$ cat config.mk
export PLATFORM = sky130hd
export DESIGN_NAME = genram_burst_writer
export DESIGN_NICKNAME = d
export VERILOG_FILES = /design/src/rtl/genram_burst_writer.sv
export SDC_FILE = /design/constraint.sdc
export NUM_CORES = 1
export LEC_CHECK = 0
export BUFFER_PORTS_ARGS = -buffer_cell sky130_fd_sc_hd__buf_2
export CORE_AREA = 8 8 206 110
export CTS_CLUSTER_SIZE = 14
export DETAILED_ROUTE_END_ITERATION = 8
export DIE_AREA = 0 0 214 118
export GPL_TIMING_DRIVEN = 0
export PLACE_DENSITY = 0.67
export SLEW_MARGIN = 10
export SYNTH_ARGS = -nofsm -noshare
export SYNTH_HDL_FRONTEND = slang
export SYNTH_SLANG_ARGS = --single-unit
$ cat constraint.sdc
create_clock -name clk -period 5.3 [get_ports clk]
set_clock_uncertainty 0.15 [all_clocks]
set_input_delay 0.265 -clock clk [delete_from_list [all_inputs] [get_ports clk]]
set_output_delay 0.265 -clock clk [all_outputs]
set_load 0.05 [all_outputs]
$ cat src/rtl/genram_burst_writer.sv
// rtl/genram_burst_writer.sv - bounds-checked byte-serial RAM burst writer; optional byte mask via GENRAM_BYTE_MASK_EN
module genram_burst_writer #(
  parameter int AW    = 6,
  parameter int DW    = 8,
  parameter int EXTRA = 4
) (
  input  logic                      clk,
  input  logic                      reset,
  input  logic [AW:0]               addr,
  input  logic [EXTRA-1:0]          extra,
  input  logic [(2**EXTRA)*8-1:0]   data,
`ifdef GENRAM_BYTE_MASK_EN
  input  logic [2**EXTRA-1:0]       byte_mask,
`endif
  input  logic [AW:0]               lower_bound,
  input  logic [AW:0]               upper_bound,
  input  logic                      valid,
  output logic                      ready,
  output logic                      done,
  output logic                      error,
  output logic                      ram_we,
  output logic [AW:0]               ram_addr,
  output logic [DW-1:0]             ram_wdata
);

  localparam int NB  = 2**EXTRA;
  localparam int DBW = NB * 8;

  generate
    if (DW != 8) begin : g_dw_check
      $error("genram_burst_writer: DW must be 8");
    end
  endgenerate

  typedef enum logic [1:0] {S_IDLE, S_WRITE, S_DONE, S_ERR} state_t;

  state_t           r_state;
  state_t           w_next_state;

  // Remaining bytes/mask are kept pre-shifted so byte i always sits in the low lane.
  logic [EXTRA-1:0] r_cnt,       w_cnt;
  logic [DBW-1:0]   r_data,      w_data;
  logic [NB-1:0]    r_mask,      w_mask;
  logic             r_ram_we,    w_ram_we;
  logic [AW:0]      r_ram_addr,  w_ram_addr;
  logic [DW-1:0]    r_ram_wdata, w_ram_wdata;
  logic             r_done,      w_done;
  logic             r_error,     w_error;

  logic [NB-1:0]    w_mask_in;
  logic [AW+1:0]    w_end;
  logic             w_reject;

`ifdef GENRAM_BYTE_MASK_EN
  assign w_mask_in = byte_mask;
`else
  assign w_mask_in = '1;
`endif

  // One extra bit on the end address so addr+extra cannot wrap past the top of memory.
  assign w_end    = {1'b0, addr} + (AW+2)'(extra);
  // An inverted window (lower > upper) fails one of these two tests for any addr.
  assign w_reject = (addr < lower_bound) | (w_end > {1'b0, upper_bound});

  assign ready     = (r_state == S_IDLE);
  assign done      = r_done;
  assign error     = r_error;
  assign ram_we    = r_ram_we;
  assign ram_addr  = r_ram_addr;
  assign ram_wdata = r_ram_wdata;

  // State register; reset abandons any burst in flight.
  always_ff @(posedge clk or posedge reset) begin
    if (reset) r_state <= S_IDLE;
    else       r_state <= w_next_state;
  end

  // Next state and next values of every registered output and burst register.
  always_comb begin
    w_next_state = r_state;
    w_cnt        = r_cnt;
    w_data       = r_data;
    w_mask       = r_mask;
    w_ram_we     = 1'b0;
    w_ram_addr   = r_ram_addr;
    w_ram_wdata  = r_ram_wdata;
    w_done       = 1'b0;
    w_error      = 1'b0;
    case (r_state)
      S_IDLE: begin
        if (valid) begin
          if (w_reject) begin
            w_next_state = S_ERR;
            w_done       = 1'b1;
            w_error      = 1'b1;
          end else begin
            // Byte 0 goes out in the cycle right after accept.
            w_next_state = S_WRITE;
            w_cnt        = extra;
            w_ram_we     = w_mask_in[0];
            w_ram_addr   = addr;
            w_ram_wdata  = data[DW-1:0];
            w_data       = data >> 8;
            w_mask       = w_mask_in >> 1;
          end
        end
      end
      S_WRITE: begin
        if (r_cnt == '0) begin
          w_next_state = S_DONE;
          w_done       = 1'b1;
        end else begin
          w_cnt       = r_cnt - EXTRA'(1);
          w_ram_we    = r_mask[0];
          w_ram_addr  = r_ram_addr + (AW+1)'(1);
          w_ram_wdata = r_data[DW-1:0];
          w_data      = r_data >> 8;
          w_mask      = r_mask >> 1;
        end
      end
      S_DONE:  w_next_state = S_IDLE;
      S_ERR:   w_next_state = S_IDLE;
      default: w_next_state = S_IDLE;
    endcase
  end

  // Burst registers and registered RAM/status outputs.
  always_ff @(posedge clk or posedge reset) begin
    if (reset) begin
      r_cnt       <= '0;
      r_data      <= '0;
      r_mask      <= '0;
      r_ram_we    <= 1'b0;
      r_ram_addr  <= '0;
      r_ram_wdata <= '0;
      r_done      <= 1'b0;
      r_error     <= 1'b0;
    end else begin
      r_cnt       <= w_cnt;
      r_data      <= w_data;
      r_mask      <= w_mask;
      r_ram_we    <= w_ram_we;
      r_ram_addr  <= w_ram_addr;
      r_ram_wdata <= w_ram_wdata;
      r_done      <= w_done;
      r_error     <= w_error;
    end
  end

endmodule

==> metrics.md, run 1 <==
| Metric | Value |
|---|---|
| Post-synthesis sequential area ratio | `~49%` |
| Finished Cell Area | `approximately 0.01 mm²` |
| Top FF cell, synth | `dfrtp_1` |
| Final wirelength | `approximately 26 mm` |
| Total nets after synthesis | `1,060` |
| Min Clock Period, post-route | `4.69 ns` |
| Worst Reg2Reg Path Length in Cells | `11` |
| Worst Path Class, Setup | `in2reg` |
| Period utilization | `between 80% and 90%` |
| Startpoint class of the critical path | `input port` |
| Tot GR Track Use | `between 20% and 30%` |
| # Post-CTS Setup Buffers | `0` |
| Crit path depth | `16` |
| Initial Utilization | `approximately 41%` |
| Worst-path clk slew | `0.07 ns` |
| GP Congestion | `0.856` |
| First-pass GRT wire length | `41.6 mm` |
| Worst slew pin tran | `between 0.7 and 0.8 ns` |
| Max transition margin | `between 40% and 50%` |
| Layout fillers | `about 1,900` |
| Final Setup Violations | `0` |
| Area contributors post-synth | `dfrtp_1, o22a_1, nand2_1` |
| Seq cells post-synth | `around 160` |
| Per-cell routed wire length | `approximately 19 µm` |
| Top cells by count, synth | `nand2_1, dfrtp_1, nand3_1, o22a_1, clkbuf_1` |
| Die area | `0.0253 mm²` |
| Vias | `around 7,600` |
| Synth area leader | `dfrtp_1` |
| Root buf cell | `clkbuf_16` |
| CP endpoint kind | `flip-flop` |
| Peak supply drop | `approximately 340 µV` |
| Async S/R FF share, synth | `100%` |
| CP Buf/Inv Count | `4` |
| Total CTS buffers | `17` |
| Min-Delay Path Class | `in2reg` |
| # rows | `37` |
| Synth top area share | `about half` |
| Max stage delay on crit path | `~0.55 ns` |
| Cell chain of the critical path | `dlygate4sd3_1 > buf_2 > ha_1 > fa_1 > a21o_1 > a21oi_1 > nor2_1 > xor2_1 > ha_1 > and3_1 > and3_1 > o211a_1 > nor3_1 > clkbuf_1 > clkbuf_1 > o22a_1` |
| Nets | `1,264` |
| Crit path launch | `addr[0]` |
| H-tree Lvls | `4` |
| Worst endpoint required time | `roughly 5.5 ns` |
| Resize count post-CTS | `0` |
| Diode count | `0` |
| Power density over the cells | `between 700 and 800 mW/mm²` |
| Worst EP arrival | `~5 ns` |
| Post-Syn Instances | `about 880` |
| DIE HEIGHT | `118 µm` |
| Die width | `214 µm` |
| Core Area | `between 0.015 and 0.02 mm²` |
| Area growth, synth to finish | `24.1%` |
| Average cell area after synthesis | `approximately 9 µm²` |
| Critical-path cell with the highest stage delay | `clkbuf_1` |
| CP top delay family | `buffers and inverters` |
| Clk_lat worst skew | `0.42 ns` |
| R2R Path Start | `r_cnt[0]` |
| Hold-fix buffers, CTS | `10` |
| Top-count cell post-synth | `nand2_1` |
| CP Max Fanout | `10` |
| Max-slew violation count | `0` |
| WHS Path Cells | `4` |
| Vias in the first global route | `between 7,000 and 8,000` |
| Largest net degree at the start of global routing | `83` |
| Max-cap viol count | `0` |
| Post-route DRC | `0` |
| DP Area | `between 0.009 and 0.01 mm²` |
| Overall Power | `approximately 7700 µW` |
| Port Buffer Count | `between 150 and 200` |
| Max Root-Sink Buffers | `2` |
| Netlist Area Pre-Place | `just over 0.008 mm²` |
| Ports | `about 180` |
| Status | `finished, final reports clean` |
| RSZ-0062 raised after global routing | `no` |
| 1st-iter DRT viols | `643` |
| Hold_sp | `data[90]` |
| Dpl hpwl | `slightly below 20 mm` |
| Leak Pwr | `0.00464 µW` |
| Total grt overflow | `0` |
| Ys Warns | `0` |
| Max Fclk | `0.213 GHz` |
| Num Clock Sinks | `around 160` |
| R2R setup slack | `2.09 ns` |
| Vias/cell | `approximately 5.6` |
| Routed Antenna Nets | `0` |
| Netlist cell types | `41` |
| CTS tree | `built` |
| Drt pass-1 iters | `5` |
| Final Hold Fails | `0` |
| Share of layout cells above drive strength 1 | `between 20% and 30%` |
| Antenna violations before repair | `0` |
| Post-synth EDFFs | `0` |
==> metrics by stage <==
step | util [%] | std cells | hold WS (ns) | setup TNS [ns] | setup slack [ns]
after CTS | 50.6 | 1374 | 0.0135 | 0 | 0.751
after detailed placement | 47.1 | 1332 | 0.234 | 0 | 0.868
final | 50.6 | 1374 | 0.0288 | 0 | 0.614
after global placement | 46.9 | 1331 | 0.323 | -216.07 | -1.37
after floorplan | - | 884 | 0.260 | 0 | 0.593
after global routing | 50.6 | 1374 | 0.0290 | 0 | 0.414
==> cells by family after synthesis <==
family	synth area share [%]
fa+ha+maj	3.18
xor+xnor	0.433
buf+inv	5.41
simple gates	21.5
flops	49.1
compound gates	20.3
mux	0.124
==> per-layer routing <==
layer	vias to the layer above	share of wire (%)	track usage, %
met4	0	1.1	4.29
met5	-	0	0
met1	3718	50	31.5
li1	3564	-	-
met3	22	9.0	5.87
met2	330	40	27.0
==> cells in the final DEF, fill, tap and decap left out, types with 8 or more instances in the layout <==
master / n
a21oi_1: 8
buf_2: 182
buf_6: 9
clkbuf_1: 63
clkbuf_16: 17
dfrtp_1: 159
dlygate4sd3_1: 10
ha_1: 19
inv_1: 17
nand2_1: 247
nand3_1: 136
nor2_1: 10
o21ai_0: 10
o22a_1: 136
o2bb2ai_1: 9
==> registers in the layout, summed over array words and instances, names as in the netlist <==
register   flops
ram_addr       7
error          1
ram_wdata      8
ram_we         1
r_state        2
r_data       120
r_cnt          4
done           1
r_mask        15
==> final cells by class <==
cell class / instances / area, µm² / area share (%)
sequential: 159 / 3980 / 39.6
multi-input combinational: 629 / 3680 / 36.6
timing repair buffer: 185 / 998 / 9.93
clock buffer: 21 / 450 / 4.48
buffer: 77 / 367 / 3.65
tap: 273 / 342 / 3.40
clock inverter: 11 / 156 / 1.56
inverter: 19 / 78.8 / 0.784
==> report_power, final <==
part | internal, µW | switching (µW)
logic | 1650 | 2610
registers | 1850 | 361
clock network | 760 | 517
total | 4260 | 3480
==> path summary, 6_finish.rpt <==
| check | endpoint |
|---|---|
| worst min-delay path | r_data[82] |
| worst max register to register | r_data[22] |
| min in group asynchronous | r_data[75] |
| max in group asynchronous | r_data[0] |
| worst max-delay path | r_data[55] |
| worst min register to register | r_mask[8] |
==> tightest hold or removal path, stage by stage <==
cell	delay [ns]
buf_2	0.07
nand2_1	0.04
nand3_1	0.07
o22a_1	0.12
Note: power is estimated with default switching activity, not from simulation.
==> run 2, diff against run 1 <==
--- a/config.mk
+++ b/config.mk
@@ -11,6 +11,7 @@
 export DETAILED_ROUTE_END_ITERATION = 8
 export DIE_AREA = 0 0 214 118
 export GPL_TIMING_DRIVEN = 0
+export HOLD_SLACK_MARGIN = 0.12
 export PLACE_DENSITY = 0.67
 export SLEW_MARGIN = 10
 export SYNTH_ARGS = -nofsm -noshare
==> run 2 against run 1 <==
Effect of this change:
- critical path depth is the same
- via count grew 7.3%
- sequential power hardly changed
- largest power group unchanged
- critical endpoint is now r_data[74]
- largest cell class unchanged
- count of clock-buffer cells in the layout unchanged
- setup slack better by 0.030 ns
- core utilization increased by 6.4 points
==> metrics.md, run 2 (synthesized netlist as in run 1, its figures left out) <==
| Metric | Value |
|---|---|
| Commonest non-fill, non-tap cell in the layout | `nand2_1` |
| Met3 usage | `under 10%` |
| # rows | `37` |
| Vias in the first global route | `around 8,000` |
| Peak supply drop | `around 350 µV` |
| Post-route DRC | `0` |
| Commonest non-fill, non-tap cells in the layout | `nand2_1, buf_2, dfrtp_1` |
| Clk pwr share | `~16%` |
| Largest net degree at the start of global routing | `between 80 and 90` |
| Status | `finished, final reports clean` |
| 1st-iter DRT viols | `647` |
| Vias/cell | `about 5.5` |
| Worst EP arrival | `between 4 and 5 ns` |
| Worst Path Class, Setup | `in2reg` |
| H-tree Lvls | `4` |
| Dpl hpwl | `around 20 mm` |
| Layout fillers | `1,741` |
| Gate power share | `between 50% and 60%` |
| Worst endpoint required time | `roughly 5.5 ns` |
| Worst Reg2Reg Path Length in Cells | `11` |
| Per-cell routed wire length | `18.6 µm` |
| Port Buffer Count | `approximately 170` |
| Max-slew violation count | `0` |
| Ports | `about 180` |
| Psw | `3510 µW` |
| Min-Delay Path Class | `in2reg` |
| Core Area | `around 0.020 mm²` |
| Final wirelength | `27.9 mm` |
| RSZ-0062 raised after global routing | `no` |
| Vias | `around 8,000` |
| Root buf cell | `clkbuf_16` |
| Largest Register | `r_data` |
| Max Root-Sink Buffers | `2` |
| Area growth, synth to finish | `39.8%` |
| Final Hold Fails | `0` |
| Leak Pwr | `0.00517 µW` |
| Nets | `between 1,000 and 1,500` |
| Net Sw Frac | `between 40% and 50%` |
| Die width | `214 µm` |
| GRT met1 Usage | `32.4%` |
| First-pass GRT wire length | `~45 mm` |
| Sequential power share | `around 28%` |
| Internal | `between 4000 and 5000 µW` |
| Clk_lat worst skew | `0.42 ns` |
| Share of layout cells above drive strength 1 | `between 10% and 20%` |
| Num Clock Sinks | `159` |
| Die area | `about 0.025 mm²` |
| Total grt overflow | `0` |
| CP Max Fanout | `10` |
| Drt pass-1 iters | `6` |
| Antenna violations before repair | `2` |
| R2R Path Start | `r_cnt[0]` |
| Min Clock Period, post-route | `approximately 4.7 ns` |
| M2 GR Usage | `between 30% and 40%` |
| Tot GR Track Use | `a little over a fifth` |
| Total CTS buffers | `17` |
| CP Capture Point | `r_data[74]` |
| DIE HEIGHT | `118 µm` |
| Crit path launch | `addr[0]` |
| CP endpoint kind | `flip-flop` |
| Overall Power | `7830 µW` |
| Initial Utilization | `40.8%` |
| Worst slew pin tran | `between 0.7 and 0.8 ns` |
| Period utilization | `87.9%` |
| Reg2Reg Capture Point | `r_data[21]` |
| CTS tree | `built` |
| Routed Antenna Nets | `0` |
| R2R setup slack | `2.12 ns` |
| Max transition margin | `roughly half` |
| Max Fclk | `about 0.21 GHz` |
| Final Setup Violations | `0` |
| Startpoint class of the critical path | `input port` |
| Worst-path clk slew | `0.07 ns` |
| Gr busiest metal | `met1` |
| Max FFs per register | `between 100 and 150` |
| Power density over the cells | `about 690 mW/mm²` |
| Post-layout util | `between 50% and 60%` |
| Max-cap viol count | `0` |
| GP Congestion | `0.856` |
[run 2: cell count changes in the layout (fill, tap and decap cells not counted)]
cell / before / now
dlygate4sd3_1: 10 / 136
diode_2: 0 / 2
[run 2: power groups by stage]
stage / combinational, µW / sequential (µW) / clock [µW]
after global routing: 4760 / 2280 / 1340
after global placement: 4110 / 2200 / 0
after detailed placement: 4190 / 2220 / 0
final: 4340 / 2220 / 1270
after CTS: 4300 / 2200 / 1300
after floorplan: 2910 / 2340 / 0
[run 2: layer usage]
metal  part of all wire [%]  vias up
li1                       -     3815
met1                     48     3937
met2                     41      392
met3                    9.0       46
met4                    1.6        0
met5                      0        -
[run 2: final cells by class]
cell class	count	area, µm²	share of cell area (%)
repair buffers	311	2260	20.0
diodes	2	5.00	0.0442
multi-input cells	629	3680	32.5
well taps	273	342	3.02
clock inverters	11	156	1.38
inverters	19	78.8	0.696
flip-flops and latches	159	3980	35.1
clock buffers	21	450	3.98
plain buffers	77	367	3.24
[run 2: how the worst min path moves through the flow]
stage	start	end	slack [ns]	cells after the start
after floorplan	addr[0]	ram_addr[0]	0.26	1
after global placement	r_mask[1]	r_mask[1]	0.32	1
after detailed placement	reset	r_data[75]	0.23	2
after global routing	data[34]	r_data[26]	0.19	4
final	data[34]	r_data[26]	0.16	4
after CTS	data[30]	r_data[22]	0.14	4
[run 2: metrics by stage]
stage               setup TNS, ns  std cells  instance area [µm²]  hold WS, ns  setup WS, ns
floorplan                       0        884                 8100        0.260         0.593
global placement          -216.07       1331                 9310        0.323         -1.37
detailed placement              0       1332                 9350        0.234         0.868
CTS                             0       1500                11300        0.140         0.751
global route                    0       1502                11300        0.188         0.429
finish                          0       1502                11300        0.158         0.644
[run 2: repair_timing]
action | CTS | global route
buffers inserted | 0 | 0
hold buffers | 136 | 0
gates resized for setup | 0 | 0
hold endpoints to repair | 214 | 0
[run 2: worst max-delay path, cell delays in order]
cell and delay, ns:
dlygate4sd3_1 0.53, buf_2 0.14, ha_1 0.23, fa_1 0.42
a21o_1 0.19, a21oi_1 0.25, nor2_1 0.08, xor2_1 0.15
ha_1 0.29, and3_1 0.18, and3_1 0.22, o211a_1 0.33
nor3_1 0.34, clkbuf_1 0.54, clkbuf_1 0.47, o22a_1 0.22
